==> src/rtl/pwm_vnb.sv <==
// 4-bit fixed-frequency PWM generator for the BLDC gate-drive path.
// A free-running 4-bit counter sets a 16-clock period. The duty word is
// double-buffered into a shadow register at the wrap edge, so no period
// ever sees a partial duty change.
module pwm_vnb (
  input  logic CLK,
  input  logic RST_N,
  input  logic CE,
  input  logic D0,
  input  logic D1,
  input  logic D2,
  input  logic D3,
  output logic q0,
  output logic q1,
  output logic q2,
  output logic q3,
  output logic PWM,
  output logic Chk
);

  logic [3:0] cnt_q, cnt_d;
  logic [3:0] duty_q, duty_d;
  logic [3:0] duty_in;
  logic       term;

  assign duty_in = {D3, D2, D1, D0};
  assign term    = (cnt_q == 4'hF);

  // Next state: count when enabled, and reload the duty shadow on the wrap edge.
  always_comb begin
    cnt_d  = cnt_q;
    duty_d = duty_q;
    if (CE) begin
      cnt_d = cnt_q + 4'd1;
      if (term) begin
        duty_d = duty_in;
      end
    end
  end

  // State registers with asynchronous clear.
  always_ff @(posedge CLK or negedge RST_N) begin
    if (!RST_N) begin
      cnt_q  <= 4'd0;
      duty_q <= 4'd0;
    end else begin
      cnt_q  <= cnt_d;
      duty_q <= duty_d;
    end
  end

  // Outputs decode registered state only; duty 15 leaves one low count per period.
  always_comb begin
    {q3, q2, q1, q0} = cnt_q;
    PWM              = (cnt_q < duty_q);
    Chk              = term;
  end

endmodule

==> config.mk <==
export PLATFORM = sky130hd
export DESIGN_NAME = pwm_vnb
export DESIGN_NICKNAME = d
export VERILOG_FILES = /design/src/rtl/pwm_vnb.sv
export SDC_FILE = /design/constraint.sdc
export NUM_CORES = 1
export LEC_CHECK = 0
export CAP_MARGIN = 20
export CORE_AREA = 5 5 42 44
export CTS_CLUSTER_SIZE = 24
export DETAILED_ROUTE_END_ITERATION = 6
export DIE_AREA = 0 0 47 49
export PLACE_DENSITY = 0.68
export SYNTH_ARGS = -nofsm -noshare
export SYNTH_HDL_FRONTEND = slang
export SYNTH_SLANG_ARGS = --single-unit
export TNS_END_PERCENT = 30
==> constraint.sdc <==
create_clock -name CLK -period 1.6 [get_ports CLK]
set_clock_uncertainty 0.05 [all_clocks]
set_input_delay 0.16 -clock CLK [delete_from_list [all_inputs] [get_ports CLK]]
set_output_delay 0.16 -clock CLK [all_outputs]
set_load 0.02 [all_outputs]
==> results of run 1 <==
path summary, 6_finish.rpt:
path                           start        end  slack [ns]  cells after the start
setup / recovery            cnt_q[1]        PWM       -0.16                      4
hold / removal                 RST_N  duty_q[1]        0.14                      1
setup reg to reg            cnt_q[1]  duty_q[1]        0.01                      6
hold reg to reg            duty_q[3]  duty_q[3]        0.45                      1
max in group asynchronous      RST_N   cnt_q[1]        1.09                      1
min in group CLK           duty_q[3]  duty_q[3]        0.45                      1
per-layer routing:
| layer | share of wire [%] | track usage [%] | up-vias |
|---|---|---|---|
| met5 | 0 | 0 | - |
| met4 | 1.6 | 6.912 | 0 |
| met3 | 8.1 | 3.690 | 2 |
| met2 | 43 | 8.597 | 14 |
| met1 | 47 | 12.67 | 139 |
| li1 | - | - | 160 |
Yosys cell counts:
| cell | count |
|---|---|
| nor2_1 | 1 |
| dfrtp_1 | 8 |
| ha_1 | 4 |
| mux2_2 | 5 |
| nand4_2 | 1 |
| or3_1 | 1 |
| nand4_1 | 1 |
| xnor2_1 | 2 |
| and3_1 | 1 |
| nor3_1 | 1 |
| nand2b_1 | 1 |
| xor2_1 | 1 |
| nand2_1 | 1 |
| a2111oi_2 | 1 |
| inv_1 | 3 |
layout make-up:
type                            instances  area [µm²]  share of cell area (%)
Clock buffer                            3       22.52                   3.340
Inverter                                3       11.26                   1.670
Timing Repair Buffer                   18       168.9                   25.05
Multi-Input combinational cell         21       251.5                   37.29
Tap cell                               16       20.02                   2.968
Sequential cell                         8       200.2                   29.68
through the flow:
stage	setup TNS, ns	setup WS (ns)	util (%)	power [µW]	cell area [µm²]
after global routing	-0.4215	-0.2170	48.13	1651	674.4
after global placement	-0.3211	-0.2884	41.88	1167	586.8
after detailed placement	-0.3880	-0.3373	41.88	1189	586.8
after CTS	-0.1442	-0.1442	43.21	1365	605.6
final	-0.2207	-0.1578	48.13	1521	674.4
after floorplan	0	0.07023	-	813.6	409.1
registers in the layout (all words and copies together), names as in the netlist:
register	count
cnt_q	4
duty_q	4
repair_timing:
item,CTS,global route
endpoints found under the setup margin,2,5
cloned,0,0
resized for setup,10,11
setup buffers,0,1
pin swaps,2,2
report_power, final:
| group | leakage (µW) | switching (µW) | total, µW | internal, µW |
|---|---|---|---|---|
| combinational | 0.000214 | 457 | 1000 | 544 |
| clock | 0.0000138 | 65.8 | 151 | 85.6 |
| sequential | 0.0000972 | 65.0 | 368 | 303 |
kinds of logic (layout without fill, tap and decap cells):
kind of cell    after synthesis  after routing
compound gates                1              1
xor+xnor                      3              3
fa+ha+maj                     4              4
mux                           5              5
buf+inv                       3             24
flops                         8              8
simple gates                  8              8
==> results.toml, run 1 <==
[sta]
report.final.slew_viol_count = 0
hold_viol = 0
finalCriticalPeriod_ns = 1.758
worst_slack_ns = -0.1578
hold_slack_ns = 0.1377
relSlewSlack_pct = 75.03
worstMarginPinSlew_ns = 0.3734
clock.fmax_mhz = 568.9
rsz0062_at_grt = "true"
fin_crit_sh_pct = 109.9
setup_viol = 2

[global_route]
grt_usage_pct = 8.458
grt_overflow = 0
grt_max_degree = 9
grt_pass1_wl_mm = 1.311
grt_pass1_vias = 297
antenna_found_initial = 0

[floorplan]
die_h_um = 49
die_area_um2 = 2303
core_um2 = 1401
die_w_um = 47
fp-row-count = 14
start_util_pct = 29.20
io_pins = 13

[synth]
synthAdderAreaFrac_pct = 12.23
syn_inst = 32
synth_nets = 43
synth.area.mux_share_pct = 13.76
synth_area_leader_cell = "dfrtp_1"
ys_types = 15
synth_top_family_by_area = "multiplexers"
syn_area_um2 = 409.1
synth_area_per_cell_um2 = 12.79
yosysSeqAreaShare_pct = 48.93
synth-compound-area-share_pct = 3.670
yosys.area_share.simple_pct = 12.23
synth.top_cell.area_share_pct = 48.93
ys_seq_elements = 8
synth_xor_area_share_pct = 6.422
yosysWarnings = 0
synth_area_leaders = "dfrtp_1 49%, mux2_2 14%, ha_1 12%"

[layout]
final_cell_mix = "8 x dfrtp_1, 7 x clkdlybuf4s50_1, 6 x buf_4"
final_common_cell = "dfrtp_1"
drive_above_1_share_pct = 39.62
antenna_cells = 0
nets = 66
final_cell_count_no_fill = 69
fill_cells = 144
syn_to_final_growth_pct = 64.83

[placement]
dp_hpwl_um = 628.2
placedCellCount = 65
numPortBuffers = 12
gp_routability_congestion = 0.7491

[detailed_routing]
vias = 315
wl_per_cell_um = 13.32
ant_nets = 0
drt_first_pass_iters = 2
drt-initial-drc-count = 5
drc = 0
via_per_inst = 4.565
wirelength_um = 919

[worst_setup_path]
critical_path_required_ns = 1.39
cpPeakStageDelay_ns = 0.42
cp.buffers_inverters = 1
end_kind = "primary output"
start_kind = "register"
crit_path_top_delay_cell = "dfrtp_1"
critPathKind = "register to primary output"
arrival_ns = 1.55
crit_fanout = 2
path_cells = "ha_4, a2111oi_4, or3_1, buf_6"
cpLargestDelayFamily = "flip-flops"

[clocking]
cts_sinks = 8
cts_hold_buf = 0
cts_buffers = 3
cts_tree = "yes"
clockRootBuffer = "clkbuf_4"
cts_max_level = 1
clockBufferDepth = 2
path_clk_slew_ns = 0.05
clock_latency_ns = 0.25

[hold_path]
hold_path_class = "primary input to asynchronous set/reset pin"

[power_and_ir_drop]
peakVddDrop_mv = 0.8567
p_leak_uw = 0.0003250
power.density_nw_per_um2 = 2255

[run_status]
violations = "negative setup slack"
outcome = "finished, violations left"

[flow_run]
drv_cap = 0
No activity file was read; power rests on OpenSTA's default activity.
==> run 2: changes to the inputs <==
--- a/config.mk
+++ b/config.mk
@@ -6,10 +6,10 @@
 export NUM_CORES = 1
 export LEC_CHECK = 0
 export CAP_MARGIN = 20
-export CORE_AREA = 5 5 42 44
+export CORE_AREA = 3 3 40 42
 export CTS_CLUSTER_SIZE = 24
 export DETAILED_ROUTE_END_ITERATION = 6
-export DIE_AREA = 0 0 47 49
+export DIE_AREA = 0 0 43 45
 export PLACE_DENSITY = 0.68
 export SYNTH_ARGS = -nofsm -noshare
 export SYNTH_HDL_FRONTEND = slang
==> results.toml, run 2 (same netlist as run 1, synthesis figures left out) <==
[run_status]
outcome = "finished, violations left"
violations = "negative setup slack"

[clocking]
cts_sinks = 8
cts_max_level = 1
cts_tree = "yes"
clockBufferDepth = 2
cts_buffers = 3
clock_latency_ns = 0.25
clockRootBuffer = "clkbuf_4"
path_clk_slew_ns = 0.05

[layout]
final_cell_mix = "8 x dfrtp_1, 6 x clkdlybuf4s50_1, 6 x buf_4"
syn_to_final_growth_pct = 61.77
nets = 66
top_regs = "cnt_q: 4 flops, duty_q: 4 flops"
drive_above_1_share_pct = 41.51
antenna_cells = 0
utilization_pct = 51.51
final_common_cell = "dfrtp_1"

[floorplan]
start_util_pct = 31.84
fp-row-count = 13
die_w_um = 43
io_pins = 13
die_h_um = 45
core_um2 = 1285
die_area_um2 = 1935

[sta]
fin_crit_sh_pct = 108.6
clock.fmax_mhz = 575.3
rsz0062_at_grt = "true"
hold_viol = 0
relSlewSlack_pct = 75.72
setup_viol = 2
report.final.slew_viol_count = 0
worst_slack_ns = -0.1383
finalCriticalPeriod_ns = 1.738
hold_slack_ns = 0.1339
worstMarginPinSlew_ns = 0.3631

[worst_setup_path]
critPathKind = "register to primary output"
r2r-start = "cnt_q[1]"
arrival_ns = 1.53
crit_start = "cnt_q[1]"
crit_fanout = 2
end_kind = "primary output"
start_kind = "register"
reg2regPathDepth = 5
critical_path_required_ns = 1.39

[power_and_ir_drop]
p_total_uw = 1471
combinationalPowerShare_pct = 65.2
peakVddDrop_mv = 0.9669
p_int_uw = 903.6
p_leak_uw = 0.0003258
sw_frac_of_total_pct = 38.58
p_seq_share_pct = 24.4
power.switching_uw = 567.5
power.density_nw_per_um2 = 2223
clockPowerShare_pct = 10.4

[detailed_routing]
wirelength_um = 884
wl_per_cell_um = 13.00
drc = 0
via_per_inst = 4.721
ant_nets = 0
drt-initial-drc-count = 9
vias = 321
drt_first_pass_iters = 3

[placement]
numPortBuffers = 12
gp_routability_congestion = 0.6707
dp_hpwl_um = 642.7

[global_route]
grt_pass1_vias = 338
grt_overflow = 0
grt_usage_pct = 10.85
antenna_found_initial = 0
grt_pass1_wl_mm = 1.462
grt_max_degree = 9

[hold_path]
hold_path_class = "primary input to asynchronous set/reset pin"

[flow_run]
drv_cap = 0
==> run 2: changes by cell type in the layout (fill, tap and decap cells not counted) <==
cell             previous run  this run
mux2_2                      3         5
ha_1                        2         1
dlymetal6s2s_1              3         4
nand4_2                     0         1
ha_2                        0         1
clkdlybuf4s50_1             7         6
mux2_4                      2         0
nand4_4                     1         0
==> run 2: what timing repair did <==
action,4_1_cts,5_1_grt
resized for setup,11,9
hold buffers,0,0
buffers inserted,0,1
setup endpoints to repair,2,5
pin swaps,2,1
==> run 2: per-layer routing <==
| metal | up-vias | GRT usage (%) | part of all wire [%] |
|---|---|---|---|
| met3 | 2 | 4.781 | 6.2 |
| met1 | 150 | 13.90 | 43 |
| met4 | 0 | 5.422 | 0.90 |
| met5 | - | 0 | 0 |
| li1 | 158 | - | - |
| met2 | 11 | 15.57 | 50 |
==> run 2: final cells by class <==
class / count / area (µm²)
fill: 113 / 623.1
multi-input combinational: 21 / 237.7
sequential: 8 / 200.2
timing repair buffer: 18 / 171.4
clock buffer: 3 / 22.52
tap: 15 / 18.77
inverter: 3 / 11.26
==> run 2: worst paths after layout <==
kind,endpoint,slack (ns)
max in group asynchronous,cnt_q[0],1.10
setup reg to reg,duty_q[0],0.10
hold / removal,duty_q[3],0.13
min in group CLK,duty_q[0],0.45
setup / recovery,PWM,-0.14
hold reg to reg,duty_q[0],0.45
==> run 2: per-stage QoR <==
step / TNS (ns) / cell area [µm²] / worst slack (ns) / instances
after floorplan: 0 / 409.1 / 0.07023 / 32
after global placement: -0.3367 / 585.6 / -0.2916 / 64
after detailed placement: -0.4040 / 585.6 / -0.3421 / 64
after CTS: -0.1598 / 606.8 / -0.1598 / 67
after global routing: -0.2804 / 661.9 / -0.1975 / 68
final: -0.1650 / 661.9 / -0.1383 / 68
==> run 2: critical path, cell delays in order, from the launching register on <==
cell and delay [ns]:
dfrtp_1 0.40, ha_4 0.29, a2111oi_4 0.06, or3_1 0.39
buf_6 0.14
==> run 2: power by group through the flow <==
stage,clock (µW),combinational [µW],sequential [µW]
CTS,162,840,350
global route,179,1040,373
floorplan,0,361,452
detailed placement,0,819,354
global placement,0,796,350
finish,153,959,359
==> run 3: changes to the inputs <==
--- a/config.mk
+++ b/config.mk
@@ -10,7 +10,8 @@
 export CTS_CLUSTER_SIZE = 24
 export DETAILED_ROUTE_END_ITERATION = 6
 export DIE_AREA = 0 0 43 45
-export PLACE_DENSITY = 0.68
+export DONT_BUFFER_PORTS = 1
+export PLACE_DENSITY = 0.55
 export SYNTH_ARGS = -nofsm -noshare
 export SYNTH_HDL_FRONTEND = slang
 export SYNTH_SLANG_ARGS = --single-unit
==> results.toml, run 3 (same netlist as run 1, synthesis figures left out) <==
[run_status]
outcome = "finished, violations left"
violations = "negative setup slack"

[sta]
setup_viol = 1
report.final.slew_viol_count = 0
rsz0062_at_grt = "true"
worst_slack_ns = -0.02207
tns_ns = -0.02207
relSlewSlack_pct = 75.50
finalCriticalPeriod_ns = 1.622
clock.fmax_mhz = 616.5
worstMarginPinSlew_ns = 0.3663
hold_viol = 0
fin_crit_sh_pct = 101.4

[global_route]
grt_usage_pct = 8.999
grt_overflow = 0
grt_pass1_vias = 284
antenna_found_initial = 0
grt_max_degree = 9
grt_pass1_wl_mm = 1.214

[hold_path]
hold_end = "duty_q[0]"
hold_depth = 1
hold_path_class = "primary input to register"
min-delay-start = "D0"

[layout]
utilization_pct = 42.06
top_regs = "cnt_q: 4 flops, duty_q: 4 flops"
final_common_cell = "dfrtp_1"
drive_above_1_share_pct = 46.34
syn_to_final_growth_pct = 32.11
nets = 54
antenna_cells = 0
final_cell_mix = "8 x dfrtp_1, 5 x mux2_2, 4 x buf_4"

[power_and_ir_drop]
peakVddDrop_mv = 0.8926
power.density_nw_per_um2 = 2381
p_leak_uw = 0.0002424
p_total_uw = 1287

[clocking]
cts_max_level = 1
path_clk_slew_ns = 0.05
cts_sinks = 8
clockBufferDepth = 2
clockRootBuffer = "clkbuf_4"
clock_latency_ns = 0.24
cts_buffers = 3
cts_tree = "yes"

[floorplan]
io_pins = 13
die_area_um2 = 1935
die_w_um = 43
start_util_pct = 31.84
core_um2 = 1285
die_h_um = 45
fp-row-count = 13

[detailed_routing]
drt-initial-drc-count = 3
vias = 279
drt_first_pass_iters = 3
ant_nets = 0
wirelength_um = 774
wl_per_cell_um = 13.82
drc = 0
via_per_inst = 4.982

[worst_setup_path]
start_kind = "register"
critPathKind = "register to primary output"
crit_fanout = 2
end_kind = "primary output"
critical_path_required_ns = 1.39
r2r_end = "duty_q[2]"
r2r_slack_ns = 0.12
r2r-start = "cnt_q[1]"
reg2regPathDepth = 4
arrival_ns = 1.41

[placement]
place_ws_ns = 0.1634
dp_hpwl_um = 592
gp_routability_congestion = 0.7029
numPortBuffers = 0

[flow_run]
drv_cap = 0
-- run 3: changes by cell type in the layout (fill, tap and decap cells not counted), moves of 2 or more --
cell and delta:
buf_4 -2, clkdlybuf4s50_1 -6, dlygate4sd3_1 +2, dlymetal6s2s_1 -4
-- run 3: power breakdown --
| part | switching [µW] | internal [µW] | leakage (µW) |
|---|---|---|---|
| registers | 69.5 | 303 | 0.0000972 |
| logic | 393 | 378 | 0.000131 |
| clock network | 57.9 | 85.1 | 0.0000138 |
| total | 521 | 766 | 0.000242 |
-- run 3: repair_timing --
action / in CTS / in global routing
buffers inserted: 0 / 0
endpoints found under the setup margin: 1 / 1
pin swaps: 2 / 1
hold buffers: 2 / 0
resized for setup: 1 / 5
endpoints found under the hold margin: 9 / 0
-- run 3: layout make-up --
class | instances | area (µm²)
inverters | 3 | 11.26
multi-input cells | 21 | 237.7
fillers | 125 | 744.5
clock buffers | 3 | 22.52
well taps | 15 | 18.77
repair buffers | 6 | 50.05
flip-flops and latches | 8 | 200.2
-- run 3: worst max-delay path by stage --
stage                end  slack (ns)  startpoint  cells after the start
2_1_floorplan        PWM        0.07    cnt_q[1]                      3
3_3_place_gp         PWM        0.19    cnt_q[1]                      3
3_5_place_dp   duty_q[2]        0.16    cnt_q[1]                      4
4_1_cts              PWM       -0.05   duty_q[1]                      4
5_1_grt              PWM       -0.07    cnt_q[1]                      3
6_report             PWM       -0.02    cnt_q[1]                      3
-- run 3: per-stage QoR --
step	hold WS, ns	cells	instance area, µm²
floorplan	-0.1856	32	409.1
global placement	-0.1853	51	457.9
detailed placement	-0.1854	51	457.9
CTS	0.003854	56	505.5
global route	0.007035	56	540.5
finish	0.01229	56	540.5
-- run 3: worst max-delay path: stages, from the launching register on --
cell and delay, ns:
dfrtp_1 0.40, ha_4 0.29, a2111oi_4 0.06, or3_4 0.43
-- run 3: metal layers --
metal	wire, µm	GRT usage [%]	part of all wire, %	up-vias
met5	0	0	0	-
met4	0	7.229	0	0
met3	71	3.984	9.2	0
met2	410	13.77	53	9
met1	292	9.677	38	138
li1	-	-	-	132
